`src/rtl/noc_pkg.sv`:
```
// Shared types and defaults for the NoC router output-port arbiter.
package noc_pkg;

    localparam int NPORTS = 4;
    localparam int PORT_W = 2;
    localparam int FLIT_W = 32;

    // Arbiter state: no packet open, or a packet open on the granted port.
    typedef enum logic {
        IDLE   = 1'b0,
        LOCKED = 1'b1
    } arb_state_e;

    typedef logic [PORT_W-1:0] port_idx_t;

endpackage : noc_pkg

```
`src/rtl/noc_port_arbiter_rr_pick.sv`:
```
// Combinational 4-way round-robin picker: first requester at or after ptr.
module rr_pick
    import noc_pkg::*;
(
    input  logic [NPORTS-1:0] req,
    input  port_idx_t         ptr,
    output logic              any,
    output port_idx_t         idx
);

    // Scan from the farthest candidate back to ptr so the nearest requester wins.
    always_comb begin
        // NOTE: every output gets a default first so no path leaves it unassigned (no latch).
        any = |req;
        idx = ptr;
        for (int k = NPORTS - 1; k >= 0; k--) begin
            if (req[ptr + port_idx_t'(k)]) begin
                idx = ptr + port_idx_t'(k);
            end
        end
    end

endmodule : rr_pick

```
`src/rtl/noc_port_arbiter.sv`:
```
// Packet-locked round-robin arbiter with output register for one crossbar output.
module noc_port_arbiter
    import noc_pkg::*;
#(
    parameter int FLIT_W = noc_pkg::FLIT_W,
    parameter int NPORTS = noc_pkg::NPORTS
) (
    input  logic                     clk,
    input  logic                     rst_n,
    input  logic [NPORTS-1:0]        in_valid,
    output logic [NPORTS-1:0]        in_ready,
    input  logic [NPORTS*FLIT_W-1:0] in_flit,
    input  logic [NPORTS-1:0]        in_tail,
    output logic                     out_valid,
    input  logic                     out_ready,
    output logic [FLIT_W-1:0]        out_flit,
    output logic                     out_tail,
    output logic [PORT_W-1:0]        out_sel,
    output logic                     locked
);

    arb_state_e  state_q, state_d;
    port_idx_t   ptr_q, ptr_d;
    port_idx_t   gnt_q, gnt_d;

    logic              out_valid_q;
    logic [FLIT_W-1:0] out_flit_q;
    logic              out_tail_q;
    port_idx_t         out_sel_q;

    logic              ld;
    logic              pick_any;
    port_idx_t         pick_idx;
    logic              xfer;
    port_idx_t         src;
    logic              src_tail;
    logic [FLIT_W-1:0] src_flit;

    // The output register can take a new flit when empty or draining this cycle.
    assign ld = !out_valid_q || out_ready;

    rr_pick u_rr_pick (
        .req (in_valid),
        .ptr (ptr_q),
        .any (pick_any),
        .idx (pick_idx)
    );

    // Transfer decode: arbitrate while idle, follow the granted port while locked.
    always_comb begin
        xfer = 1'b0;
        src  = gnt_q;
        if (state_q == IDLE) begin
            src  = pick_idx;
            xfer = ld && pick_any;
        end else begin
            xfer = ld && in_valid[gnt_q];
        end
    end

    assign src_tail = in_tail[src];
    assign src_flit = in_flit[src*FLIT_W +: FLIT_W];

    // State, pointer and grant registers.
    always_ff @(posedge clk or negedge rst_n) begin
        // NOTE: sequential state uses non-blocking assignments so all registers update together.
        if (!rst_n) begin
            state_q <= IDLE;
            ptr_q   <= '0;
            gnt_q   <= '0;
        end else begin
            state_q <= state_d;
            ptr_q   <= ptr_d;
            gnt_q   <= gnt_d;
        end
    end

    // Next state: a non-tail win opens a packet, a tail transfer closes it.
    always_comb begin
        state_d = state_q;
        ptr_d   = ptr_q;
        gnt_d   = gnt_q;
        if (xfer) begin
            if (src_tail) begin
                state_d = IDLE;
                ptr_d   = src + port_idx_t'(1);
            end else if (state_q == IDLE) begin
                state_d = LOCKED;
                gnt_d   = src;
            end
        end
    end

    // Outputs: one-hot accept for the transferring port and the lock flag.
    always_comb begin
        in_ready = '0;
        if (xfer) begin
            in_ready[src] = 1'b1;
        end
        locked = (state_q == LOCKED);
    end

    // Output register: load on transfer, clear valid on drain, hold under backpressure.
    always_ff @(posedge clk or negedge rst_n) begin
        if (!rst_n) begin
            out_valid_q <= 1'b0;
            out_flit_q  <= '0;
            out_tail_q  <= 1'b0;
            out_sel_q   <= '0;
        end else if (xfer) begin
            out_valid_q <= 1'b1;
            out_flit_q  <= src_flit;
            out_tail_q  <= src_tail;
            out_sel_q   <= src;
        end else if (out_ready) begin
            out_valid_q <= 1'b0;
        end
    end

    assign out_valid = out_valid_q;
    assign out_flit  = out_flit_q;
    assign out_tail  = out_tail_q;
    assign out_sel   = out_sel_q;

endmodule : noc_port_arbiter

```
`config.mk`:
```
export PLATFORM = sky130hd
export DESIGN_NAME = noc_port_arbiter
export DESIGN_NICKNAME = d
export VERILOG_FILES = /design/src/rtl/noc_pkg.sv /design/src/rtl/noc_port_arbiter_rr_pick.sv /design/src/rtl/noc_port_arbiter.sv
export SDC_FILE = /design/constraint.sdc
export NUM_CORES = 1
export LEC_CHECK = 0
export CORE_MARGIN = 4
export CORE_UTILIZATION = 37
export CTS_CLUSTER_DIAMETER = 40
export DETAILED_ROUTE_END_ITERATION = 12
export GPL_ROUTABILITY_DRIVEN = 0
export PLACE_DENSITY = 0.8
export RECOVER_POWER = 25
export SYNTH_ARGS = -nofsm -noshare
export SYNTH_HDL_FRONTEND = slang
export SYNTH_HIERARCHICAL = 1
export SYNTH_SLANG_ARGS = --single-unit
```
`constraint.sdc`:
```
create_clock -name clk -period 4.5 [get_ports clk]
set_clock_uncertainty 0.05 [all_clocks]
set_input_delay 1.125 -clock clk [delete_from_list [all_inputs] [get_ports clk]]
set_output_delay 1.125 -clock clk [all_outputs]
set_load 0.005 [all_outputs]
```
After elaboration in Yosys (flattened, before gate mapping). Index checks and enable logic that the tools add are counted. W data, S select, Z words.

Word-level logic and storage cells: 54. Input bits: 139. Output and inout bits: 41. Flip-flop bits (word level): 41.

Bitwise gates (word level): 2. $lt $le $gt $ge: 7. $add $sub $neg: 4. Muxes and demuxes: 24. Shifts and indexed selects: 1. Reductions and logical operators: 9.

Operators by type and width (count): $shiftx A128 B8 Y32 (1); $lt A2 B3 Y1 const B (6); $bmux W1 S2 (6); $mux W1 (11); $mux W2 (5); $add A2 B1 Y2 const B (2); $add A2 B2 Y2 const B (2); $mux W4 (1); $reduce_or A4 Y1 (1); $logic_and A1 B1 Y1 (3); $reduce_and A3 Y1 (1); $demux W1 S2 (1); $ge A2 B1 Y1 const B (1); $not A1 Y1 (2); $reduce_and A2 Y1 (1); $reduce_bool A2 Y1 (1); $logic_not A1 Y1 (1); $logic_or A1 B1 Y1 (1).

Depth between registers and ports, before layout. Gate-level depths: netlist (run 1).

Depth after elaboration: 13. Mapped depth: 10. Depth with buffers taken out: 8.

Modules after synthesis. The synthesis (run 1) kept the hierarchy.

Modules (own cells, without submodules): noc_port_arbiter (area an instance 2717.6 um2, times used 1, cells each 305); rr_pick (area an instance 100.1 um2, times used 1, cells each 16).

Worst setup path before layout (run 1). OpenSTA, ideal clock, no wires.

Kind: input-to-output. Start point: input port in_valid[0]. End point: output port in_ready[0]. Path buffers: 3. Data arrival time: 2.689 ns. Slack: 0.636 ns. Stages: 10. Data required time: 3.325 ns. Path through: and2b_2 or4_1 nand2_1 mux2i_4 buf_6 buf_4 buf_2 ha_1 inv_1 nor2_1.

Longest elaborated chain between the ends: 12.

RTL lines: from (decl) (RTL line noc_port_arbiter.sv:10) `input logic [NPORTS-1:0] in_valid,`; $bmux W1 S2 (RTL line noc_port_arbiter_rr_pick.sv:17) `if (req[ptr + port_idx_t'(k)]) begin`; $mux W1 (not written as such) (RTL line noc_port_arbiter_rr_pick.sv:17); $mux W2 (3 in a row) (RTL line noc_port_arbiter_rr_pick.sv:17); $mux W2 (*) (RTL line noc_port_arbiter_rr_pick.sv:17); named net pick_idx[1] (RTL line noc_port_arbiter.sv:33) `port_idx_t pick_idx;`; $mux W2 (*) (RTL line noc_port_arbiter.sv:53) `if (state_q == IDLE) begin`; $lt A2 B3 Y1 (not written as such) or $ge A2 B1 Y1 (tied branches) (RTL line noc_port_arbiter.sv:98) `in_ready[src] = 1'b1;`; $logic_and A1 B1 Y1 (not written as such) (RTL line noc_port_arbiter.sv:98); $mux W1 (not written as such) (RTL line noc_port_arbiter.sv:98); $demux W1 S2 (*) (RTL line noc_port_arbiter.sv:98); $mux W4 (*) (RTL line noc_port_arbiter.sv:97) `if (xfer) begin`; to (decl) (RTL line noc_port_arbiter.sv:11) `output logic [NPORTS-1:0] in_ready,`.

Mark *: on every way through the listed nets, which the timed path passes. The rest lies on a longest branch. The select of a mux whose other input is x is not followed.

Final worst setup path (run 1).
Start point: input port in_valid[0]. End point: output port in_ready[3].

Longest elaborated chain between the ends: 12.

RTL lines: $bmux W1 S2 (RTL line noc_port_arbiter_rr_pick.sv:17); $mux W1 (not written as such) (RTL line noc_port_arbiter_rr_pick.sv:17); $mux W2 (3 in a row) (RTL line noc_port_arbiter_rr_pick.sv:17); $mux W2 (*) (RTL line noc_port_arbiter_rr_pick.sv:17); named net pick_idx[0] (RTL line noc_port_arbiter.sv:33); $mux W2 (*) (RTL line noc_port_arbiter.sv:53); named net src[0] (RTL line noc_port_arbiter.sv:35) `port_idx_t src;`; $lt A2 B3 Y1 (not written as such) or $ge A2 B1 Y1 (tied branches) (RTL line noc_port_arbiter.sv:98); $logic_and A1 B1 Y1 (not written as such) (RTL line noc_port_arbiter.sv:98); $mux W1 (not written as such) (RTL line noc_port_arbiter.sv:98); $demux W1 S2 (*) (RTL line noc_port_arbiter.sv:98); $mux W4 (*) (RTL line noc_port_arbiter.sv:97).

Marks and branches as above.

==> results of run 1 <==
==> placed cells by master (no fill, tap or decap), types with 2 or more instances in the layout <==
cell type / count
a211oi_1: 32
a21o_1: 32
a311oi_1: 32
and2b_2: 2
buf_4: 13
bufinv_16: 2
clkbuf_8: 5
clkdlybuf4s50_1: 174
dfrtp_1: 41
dlygate4sd2_1: 3
ha_1: 4
inv_1: 7
mux2_1: 6
mux2i_1: 3
mux2i_4: 2
nand2_1: 71
nand2b_1: 3
nor2_1: 6
nor2b_1: 32
o21ai_1: 3
==> worst max-delay path by stage <==
stage	to	start	cells past startpoint	slack [ns]
after global routing	in_ready[3]	in_valid[0]	12	0.006
after detailed placement	in_ready[1]	in_valid[3]	11	-0.08
final	in_ready[3]	in_valid[0]	12	0.14
after global placement	in_ready[3]	in_valid[0]	10	-0.04
after floorplan	in_ready[0]	in_valid[0]	10	0.64
after CTS	in_ready[1]	in_valid[3]	12	0.07
==> cell type report <==
type	instances	share of cell area (%)
Clock buffer	5	1.43
Multi-Input combinational cell	242	33.6
Inverter	8	0.626
Clock inverter	3	1.36
Sequential cell	41	21.4
Timing Repair Buffer	192	39.1
Tap cell	99	2.58
==> flip-flops by register name (all words and copies together) (netlist names) <==
register   flops
out_flit      32
gnt_q          2
out_sel        2
ptr_q          2
locked         1
out_tail       1
out_valid      1
==> cells by family after synthesis <==
group | after synthesis | synth area share, %
and+or+nand+nor | 122 | 20.9
AOI/OAI and AO/OA | 105 | 29.2
DFF | 41 | 36.4
buffers and inverters | 38 | 7.02
muxes | 11 | 4.75
adders and majority gates | 4 | 1.78
==> synth_stat cells (2+ instances only) <==
cell      instances
dfrtp_1          41
buf_6             3
mux2i_1           3
a21o_1           32
nand2_1          72
o21ai_0           2
inv_1             7
buf_2            20
o21ai_1           2
a311oi_1         32
nand2b_1          3
nor2b_1          32
and2b_2           2
clkbuf_1          5
mux2_1            6
a211oi_1         32
nor2_1            6
ha_1              4
buf_4             2
==> worst register-to-register path: stages (launching register included) <==
cell and delay [ns]:
dfrtp_1 0.45, inv_1 0.12, a21oi_1 0.08, o221a_2 0.31, mux2i_4 0.16, buf_4 0.16, buf_4 0.11, buf_4 0.44
mux2i_1 0.40, nand2b_1 0.19, mux2_1 0.34
==> routing by layer <==
| layer | wire length [µm] | up-vias |
|---|---|---|
| met2 | 4850 | 126 |
| li1 | - | 1494 |
| met3 | 872 | 25 |
| met4 | 290 | 0 |
| met1 | 3760 | 1486 |
| met5 | 0 | - |
==> power breakdown <==
group / internal, W / switching, W
logic: 0.000974 / 0.00101
registers: 0.000564 / 0.000130
clock network: 0.000220 / 0.000127
total: 0.00176 / 0.00127
==> through the flow <==
stage / total power (W) / area (µm²) / setup WS (ns)
CTS: 0.00306 / 4800 / 0.0723
detailed placement: 0.00268 / 4650 / -0.0811
global placement: 0.00263 / 4650 / -0.0373
floorplan: 0.00192 / 2820 / 0.636
finish: 0.00302 / 4800 / 0.138
global route: 0.00328 / 4800 / 0.00603
==> what timing repair did <==
| item | 4_1_cts | 5_1_grt |
|---|---|---|
| setup endpoints to repair | 4 | 2 |
| pin swaps | 0 | 1 |
| buffers inserted | 2 | 0 |
| resized for setup | 5 | 4 |
==> out/qor.csv, run 1 <==
stage;metric;value;unit
outcome;status;complete, but fails checks;
outcome;failing checks;max-capacitance violations, max-slew violations;
layout;share of cells above drive strength 1;6.52;%
routing;drt drc;0;
setup_path;critical path type;in2out;
routing;Initial DRT Pass Iterations;4;
min_path;hold depth;1;
power_and_ir_drop;Lkg Pwr;2.07;nW
routing;Iter 0 DRT Violations;88;
grt;global-route wire length before repair;15.0;mm
logic_synthesis;Synth top area share;36.4;%
routing;final wirelength;9.77;mm
setup_path;crit path DAT;3.19;ns
grt;met1 global-route usage;24.4;%
logic_synthesis;ranking of synthesized cells by area;dfrtp_1 (36%), a311oi_1 (9.9%), nand2_1 (9.6%), a211oi_1 (8.5%), a21o_1 (8.5%);
setup_path;Worst EP required;3.32;ns
setup_path;CP top delay family;buffers and inverters;
routing;vias per cell;5.31;
layout;fillers;621;
grt;largest net degree at the start of global routing;61;
job;Max-Cap Viols;1;
cts;CTS Buffer Depth;2;
cts;clk slew on worst S/H paths;0.07;ns
grt;grt ovf;0;
logic_synthesis;yosys warns;6;
setup_path;Worst Reg-to-Reg Cells;10;
cts;TritonCTS clock tree;yes;
logic_synthesis;Synth area leader;dfrtp_1;
die;row count;31;
cts;clk root buf;clkbuf_8;
layout;final net count;633;
die;Core ar.;7330;µm²
sta;min cycle time layout;4.36;ns
cts;CTS buffer count;5;
sta;setup violators final;0;
placed_design;dpl hpwl;7.53;mm
routing;post-route ant nets;0;
setup_path;Critical Path Fanout Max;4;
die;Die Y;95.3;µm
sta;hold_ws;0.427;ns
layout;Synth-to-Final Area Change;70.3;%
logic_synthesis;Mapped Nets;464;
sta;Period Utilization, post-route;96.9;%
setup_path;reg2reg start;ptr_q[1];
routing;post-DR wirelength/cell;16.6;µm
setup_path;Worst path max stage delay;0.45;ns
setup_path;Crit-path slowest cell;clkdlybuf4s50_1;
layout;Cell Count, Final, Fillers Out;590;
layout;Finished Core Util;65.5;%
min_path;Hold Path Origin;out_flit[22];
min_path;Hold Crit Class;reg2reg;
grt;GR peak layer;met2;
logic_synthesis;EDFF count, synth;0;
cts;Clk Latency, worst-skew pair;0.29;ns
power_and_ir_drop;Peak VDD IR;0.000408;V
logic_synthesis;Synth Flop Type;dfrtp_1;
placed_design;port buffer count;179;
die;I/O Pins;180;
logic_synthesis;Distinct cells, synth;34;
logic_synthesis;Seq/Total Area, Yosys;36.4;%
setup_path;CP cell instances;clkdlybuf4s50_1 -> buf_4 -> nor2_1 -> a2bb2oi_2 -> o221a_2 -> mux2i_4 -> buf_4 -> inv_1 -> ha_1 -> inv_1 -> nor2_1 -> dlygate4sd2_1;
sta;worst-margin pin slew;2.19;ns
setup_path;FF-to-FF setup slack;1.57;ns
sta;Relative slew margins;-46.3;%
sta;FMAX;0.229;GHz
logic_synthesis;post-synthesis async set-or-reset flop share;100;%
logic_synthesis;Seq cells post-synth;41;
sta;Final Max Tran Viols;42;
logic_synthesis;Mapped Cells;321;
layout;register area;1030;µm²
sta;final hold violations;0;
cts;H-Tree Depth;2;
logic_synthesis;synthesized area;2820;µm²
routing;via count;3131;
setup_path;Crit. End Element;output pin;
cts;Clock Sinks;41;
die;die area;9080;µm²
die;Initial Util;38.4;%
min_path;hold worst-path end;out_flit[22];
cts;CTS Hold Buffers Added;0;
setup_path;FF-to-FF End;ptr_q[0];
die;Die X;95.3;µm
power_and_ir_drop;Power per Cell Area;630;nW/µm²
sta;RSZ-0062 raised after global routing;false;
layout;area of the multi-input gates;1610;µm²
logic_synthesis;Avg Inst Size Synth;8.78;µm²
grt;GRT Total Usage;20.7;%
layout;Diodes inserted;0;
sta;Total Neg Setup Slack;0;ns
grt;vias in the first global route;3174;
grt;initial antenna violation count;0;
setup_path;Critical path buffers and inverters;6;
grt;M3 GR Usage;5.13;%
grt;routing usage on met2;36.6;%
setup_path;crit start category;primary input;
placed_design;Placed Cells;580;
Note: power is estimated with default switching activity, not from simulation.
==> inputs of run 2 (changes only) <==
==> constraint.sdc (replaced) <==
create_clock -name clk -period 4.5 [get_ports clk]
set_clock_uncertainty 0.05 [all_clocks]
set_input_delay 1.125 -clock clk [delete_from_list [all_inputs] [get_ports clk]]
set_output_delay 1.125 -clock clk [all_outputs]
set_load 0.02 [all_outputs]
==> run 2 against run 1 <==
  * The run still ends with max-capacitance violations, max-slew violations left
  * Register-to-register slack about the same
  * Setup slack worse by 0.074 ns
  * Cell count down 0.17%
==> out/qor.csv, run 2 (synthesis gave the netlist of run 1 again) <==
stage;metric;value;unit
layout;share of cells above drive strength 1;6.33;%
setup_path;Critical path buffers and inverters;4;
layout;Finished Core Util;64.8;%
sta;slack of the critical path;0.0635;ns
routing;via count;3046;
power_and_ir_drop;Lkg Pwr;2.04;nW
setup_path;Worst path max stage delay;0.55;ns
min_path;hold depth;1;
routing;final wirelength;9.67;mm
grt;global-route wire length before repair;14.4;mm
placed_design;dpl hpwl;7.54;mm
routing;vias per cell;5.17;
layout;max reg flops;32;
setup_path;Crit-path slowest cell;or4_1;
sta;worst-margin pin slew;2.21;ns
routing;post-DR wirelength/cell;16.4;µm
layout;final net count;632;
cts;CTS Buffer Depth;2;
cts;Clock Sinks;41;
min_path;Hold Crit Class;reg2reg;
cts;H-Tree Depth;2;
sta;RSZ-0062 raised after global routing;false;
setup_path;CP cell instances;clkdlybuf4s50_1 -> and2b_2 -> or4_1 -> nand2_2 -> mux2i_4 -> buf_4 -> ha_1 -> inv_1 -> nor2_1 -> dlygate4sd2_1;
setup_path;Critical Path Fanout Max;4;
die;Core ar.;7330;µm²
die;I/O Pins;180;
grt;GRT Total Usage;20.0;%
die;row count;31;
sta;Total Neg Setup Slack;0;ns
layout;Synth-to-Final Area Change;68.6;%
min_path;Hold Path Origin;out_flit[29];
layout;area of the multi-input gates;1610;µm²
power_and_ir_drop;Power per Cell Area;658;nW/µm²
job;Max-Cap Viols;1;
setup_path;Worst EP required;3.32;ns
die;Initial Util;38.4;%
routing;Iter 0 DRT Violations;123;
setup_path;CP top delay family;buffers and inverters;
routing;post-route ant nets;0;
sta;hold_ws;0.430;ns
cts;Clk Latency, worst-skew pair;0.28;ns
sta;Relative slew margins;-47.6;%
grt;vias in the first global route;3009;
cts;CTS buffer count;5;
setup_path;FF-to-FF setup slack;1.57;ns
setup_path;crit start category;primary input;
cts;TritonCTS clock tree;yes;
sta;min cycle time layout;4.44;ns
power_and_ir_drop;Peak VDD IR;0.000490;V
sta;Final Max Tran Viols;42;
routing;drt drc;0;
placed_design;Place WS;-0.188;ns
layout;Diodes inserted;0;
die;Die Y;95.3;µm
layout;fillers;624;
placed_design;placed standard-cell area;4660;µm²
cts;clk slew on worst S/H paths;0.07;ns
sta;final hold violations;0;
outcome;failing checks;max-capacitance violations, max-slew violations;
setup_path;reg2reg start;ptr_q[1];
setup_path;FF-to-FF End;ptr_q[1];
cts;CTS Hold Buffers Added;0;
placed_design;port buffer count;179;
setup_path;Crit. End Element;output pin;
die;die area;9080;µm²
grt;initial antenna violation count;0;
grt;largest net degree at the start of global routing;68;
grt;grt ovf;0;
min_path;hold worst-path end;out_flit[29];
cts;clk root buf;clkbuf_8;
setup_path;path length in cells of the critical path;10;
layout;design area;4750;µm²
outcome;status;complete, but fails checks;
sta;Period Utilization, post-route;98.6;%
sta;FMAX;0.225;GHz
routing;Initial DRT Pass Iterations;4;
layout;register area;1030;µm²
die;Die X;95.3;µm
setup_path;Worst Reg-to-Reg Cells;10;
layout;most common cell after layout, fill and taps aside;clkdlybuf4s50_1;
setup_path;crit path DAT;3.26;ns
sta;setup violators final;0;
setup_path;critical path type;in2out;
layout;most frequent cells in the layout;clkdlybuf4s50_1 (174), nand2_1 (71), dfrtp_1 (41);
[run 2: through the flow]
| step | instances | total power [W] |
|---|---|---|
| 2_1_floorplan | 321 | 0.00213 |
| 3_3_place_gp | 581 | 0.00284 |
| 3_5_place_dp | 581 | 0.00290 |
| 4_1_cts | 589 | 0.00316 |
| 5_1_grt | 589 | 0.00337 |
| 6_report | 589 | 0.00313 |
[run 2: final cells by class]
class,instances,area share [%]
clock buffers,7,2.03
multi-input cells,242,33.8
clock inverters,1,0.105
repair buffers,191,39.2
well taps,99,2.61
flip-flops and latches,41,21.6
inverters,8,0.632
[run 2: how the worst max path moves through the flow]
stage	endpoint	from	slack, ns
final	in_ready[0]	in_valid[0]	0.06
after global routing	in_ready[2]	in_valid[0]	0.008
after CTS	in_ready[1]	in_valid[0]	0.04
after detailed placement	in_ready[3]	in_valid[0]	-0.19
after global placement	in_ready[3]	in_valid[0]	-0.14
after floorplan	in_ready[2]	in_valid[0]	0.47
[run 2: worst reg2reg max path: cells and delay by family, from the launching register on]
family / cells / cell delay [ns]
simple gates: 4 / 1.04
mux: 4 / 0.87
flops: 1 / 0.45
buf+inv: 2 / 0.40
[run 2: routing by layer]
layer	vias to the layer above	routed length [µm]	track usage (%)
li1	1496	-	-
met1	1431	3920	23.6
met2	107	4810	35.7
met3	12	796	5.76
met4	0	133	4.57
met5	-	0	0
[run 2: timing repair]
item	4_1_cts	5_1_grt
buffers inserted	0	0
setup endpoints to repair	4	4
resized for setup	4	6
[run 2: power by group]
group	total (W)	internal [W]	switching [W]
sequential	0.000692	0.000564	0.000128
combinational	0.00217	0.000961	0.00121
clock	0.000262	0.000139	0.000124
total	0.00313	0.00166	0.00146
==> inputs of run 3 (changes only) <==
- ABC_CLOCK_PERIOD_IN_PS: unset -> 4500
- GPL_TIMING_DRIVEN: unset -> 0
==> run 3 against run 2 <==
  * The run now ends clean
  * Non-clock buffer count is 19 higher
  * Highest routed layer unchanged
  * Sequential share of layout area is 0.65 points lower
  * Largest power group unchanged
  * Clock power is 18% higher
  * Critical path type unchanged
  * Die area stayed put
  * First-iteration DRC count is 9.8% higher
  * Setup slack better by 0.044 ns
  * Cell count is 3.2% higher
  * Global-route usage is 3.4 points higher
==> out/qor.csv, run 3 (synthesis gave the netlist of run 1 again) <==
stage;metric;value;unit
sta;final hold violations;0;
layout;Synth-to-Final Area Change;73.8;%
sta;Total Neg Setup Slack;0;ns
layout;max reg flops;32;
sta;Relative slew margins;13.8;%
sta;Period Utilization, post-route;97.6;%
layout;final net count;651;
sta;min cycle time layout;4.39;ns
setup_path;Crit. End Element;output pin;
power_and_ir_drop;Power per Cell Area;696;nW/µm²
cts;TritonCTS clock tree;yes;
die;Die Y;95.3;µm
routing;via count;3272;
sta;setup violators final;0;
cts;CTS Buffer Depth;2;
routing;post-DR wirelength/cell;18.4;µm
layout;most frequent cells in the layout;clkdlybuf4s50_1 (171), nand2_1 (71), dfrtp_1 (41);
layout;Diodes inserted;0;
grt;initial antenna violation count;0;
cts;H-Tree Depth;2;
cts;clk slew on worst S/H paths;0.08;ns
layout;share of cells above drive strength 1;9.23;%
routing;drt drc;0;
grt;largest net degree at the start of global routing;24;
placed_design;port buffer count;179;
setup_path;Worst EP required;3.32;ns
power_and_ir_drop;final total power;0.00341;W
setup_path;critical path type;in2out;
sta;Final Max Tran Viols;0;
power_and_ir_drop;Peak VDD IR;0.000288;V
grt;grt ovf;0;
cts;clk root buf;clkbuf_8;
die;row count;31;
cts;Clock Sinks;41;
sta;RSZ-0062 raised after global routing;false;
grt;vias in the first global route;3301;
routing;final wirelength;11.2;mm
cts;CTS buffer count;5;
grt;GRT Total Usage;23.4;%
routing;Initial DRT Pass Iterations;4;
layout;fillers;597;
placed_design;dpl hpwl;8.77;mm
layout;most common cell after layout, fill and taps aside;clkdlybuf4s50_1;
job;Max-Cap Viols;0;
die;die area;9080;µm²
routing;post-route ant nets;0;
cts;Clk Latency, worst-skew pair;0.30;ns
grt;global-route wire length before repair;16.3;mm
setup_path;crit path DAT;3.22;ns
outcome;status;complete, no violations;
cts;CTS Hold Buffers Added;0;
routing;Iter 0 DRT Violations;135;
routing;vias per cell;5.38;
min_path;Hold Crit Class;reg2reg;
setup_path;Critical Path Fanout Max;16;
sta;FMAX;0.228;GHz
setup_path;crit start category;primary input;
die;Core ar.;7330;µm²
die;I/O Pins;180;
die;Die X;95.3;µm
power_and_ir_drop;Lkg Pwr;2.12;nW
sta;worst-margin pin slew;1.29;ns
die;Initial Util;38.4;%
==> run 3: cell types whose count changed in the layout (fill, tap and decap cells not counted), sizes merged <==
cell / previous run / this run
clkdlybuf4s15: 1 / 4
clkdlybuf4s50: 174 / 171
bufinv: 0 / 1
buf: 12 / 25
dlymetal6s2s: 0 / 1
clkbuf: 10 / 12
clkinvlp: 0 / 1
dlygate4sd2: 1 / 2
==> run 3: worst max-delay path: stages <==
cell	delay [ns]
clkdlybuf4s50_1	0.47
or4_1	0.56
nand2_2	0.11
mux2i_4	0.08
buf_8	0.16
inv_6	0.13
ha_1	0.16
inv_1	0.04
nor2_1	0.10
clkdlybuf4s15_2	0.27
==> run 3: per-layer routing <==
metal / part of all wire (%) / up-vias / GRT usage (%)
met3: 8.1 / 20 / 5.92
met1: 38 / 1583 / 24.7
met2: 51 / 140 / 44.1
met4: 2.7 / 0 / 8.53
met5: 0 / - / 0
li1: - / 1529 / -
==> run 3: path summary, 6_finish.rpt <==
check,start,end,slack (ns),cells past startpoint
min reg2reg,out_flit[5],out_flit[5],0.43,1
min in group asynchronous,rst_n,out_flit[14],0.94,1
min,out_flit[5],out_flit[5],0.43,1
max,in_valid[1],in_ready[3],0.11,10
max in group asynchronous,rst_n,out_flit[5],1.72,2
max reg2reg,ptr_q[0],out_flit[25],1.91,10
==> run 3: cell type report <==
class	instances	area, µm²	area share [%]
Tap cell	99	124	2.53
Buffer	28	184	3.75
Clock inverter	3	46.3	0.945
Multi-Input combinational cell	242	1610	32.8
Timing Repair Buffer	182	1810	36.9
Clock buffer	5	68.8	1.40
Inverter	8	35.0	0.715
Sequential cell	41	1030	20.9
==> run 3: report_power, final <==
group / internal [W] / total [W] / switching, W / leakage [nW]
Combinational: 0.00107 / 0.00242 / 0.00135 / 1.57
Sequential: 0.000564 / 0.000677 / 0.000113 / 0.495
Clock: 0.000166 / 0.000308 / 0.000142 / 0.0543
Total: 0.00180 / 0.00341 / 0.00161 / 2.12
==> run 3: repair_timing <==
item | 4_1_cts | 5_1_grt
hold endpoints to repair | 0 | 0
gates resized for setup | 21 | 5
setup buffers | 0 | 2
endpoints found under the setup margin | 4 | 4
==> run 3: stage by stage <==
| stage | hold WS [ns] | std cells | setup WS [ns] | util [%] | cell area [µm²] |
|---|---|---|---|---|---|
| 3_5_place_dp | 0.415 | 600 | -0.741 | 64.9 | 4760 |
| 3_3_place_gp | 0.408 | 599 | -0.726 | 64.6 | 4730 |
| 4_1_cts | 0.433 | 606 | 0.0112 | 66.7 | 4890 |
| 5_1_grt | 0.440 | 608 | 0.000181 | 66.8 | 4900 |
| 6_report | 0.429 | 608 | 0.107 | 66.8 | 4900 |
| 2_1_floorplan | 0.446 | 321 | 0.475 | - | 2820 |
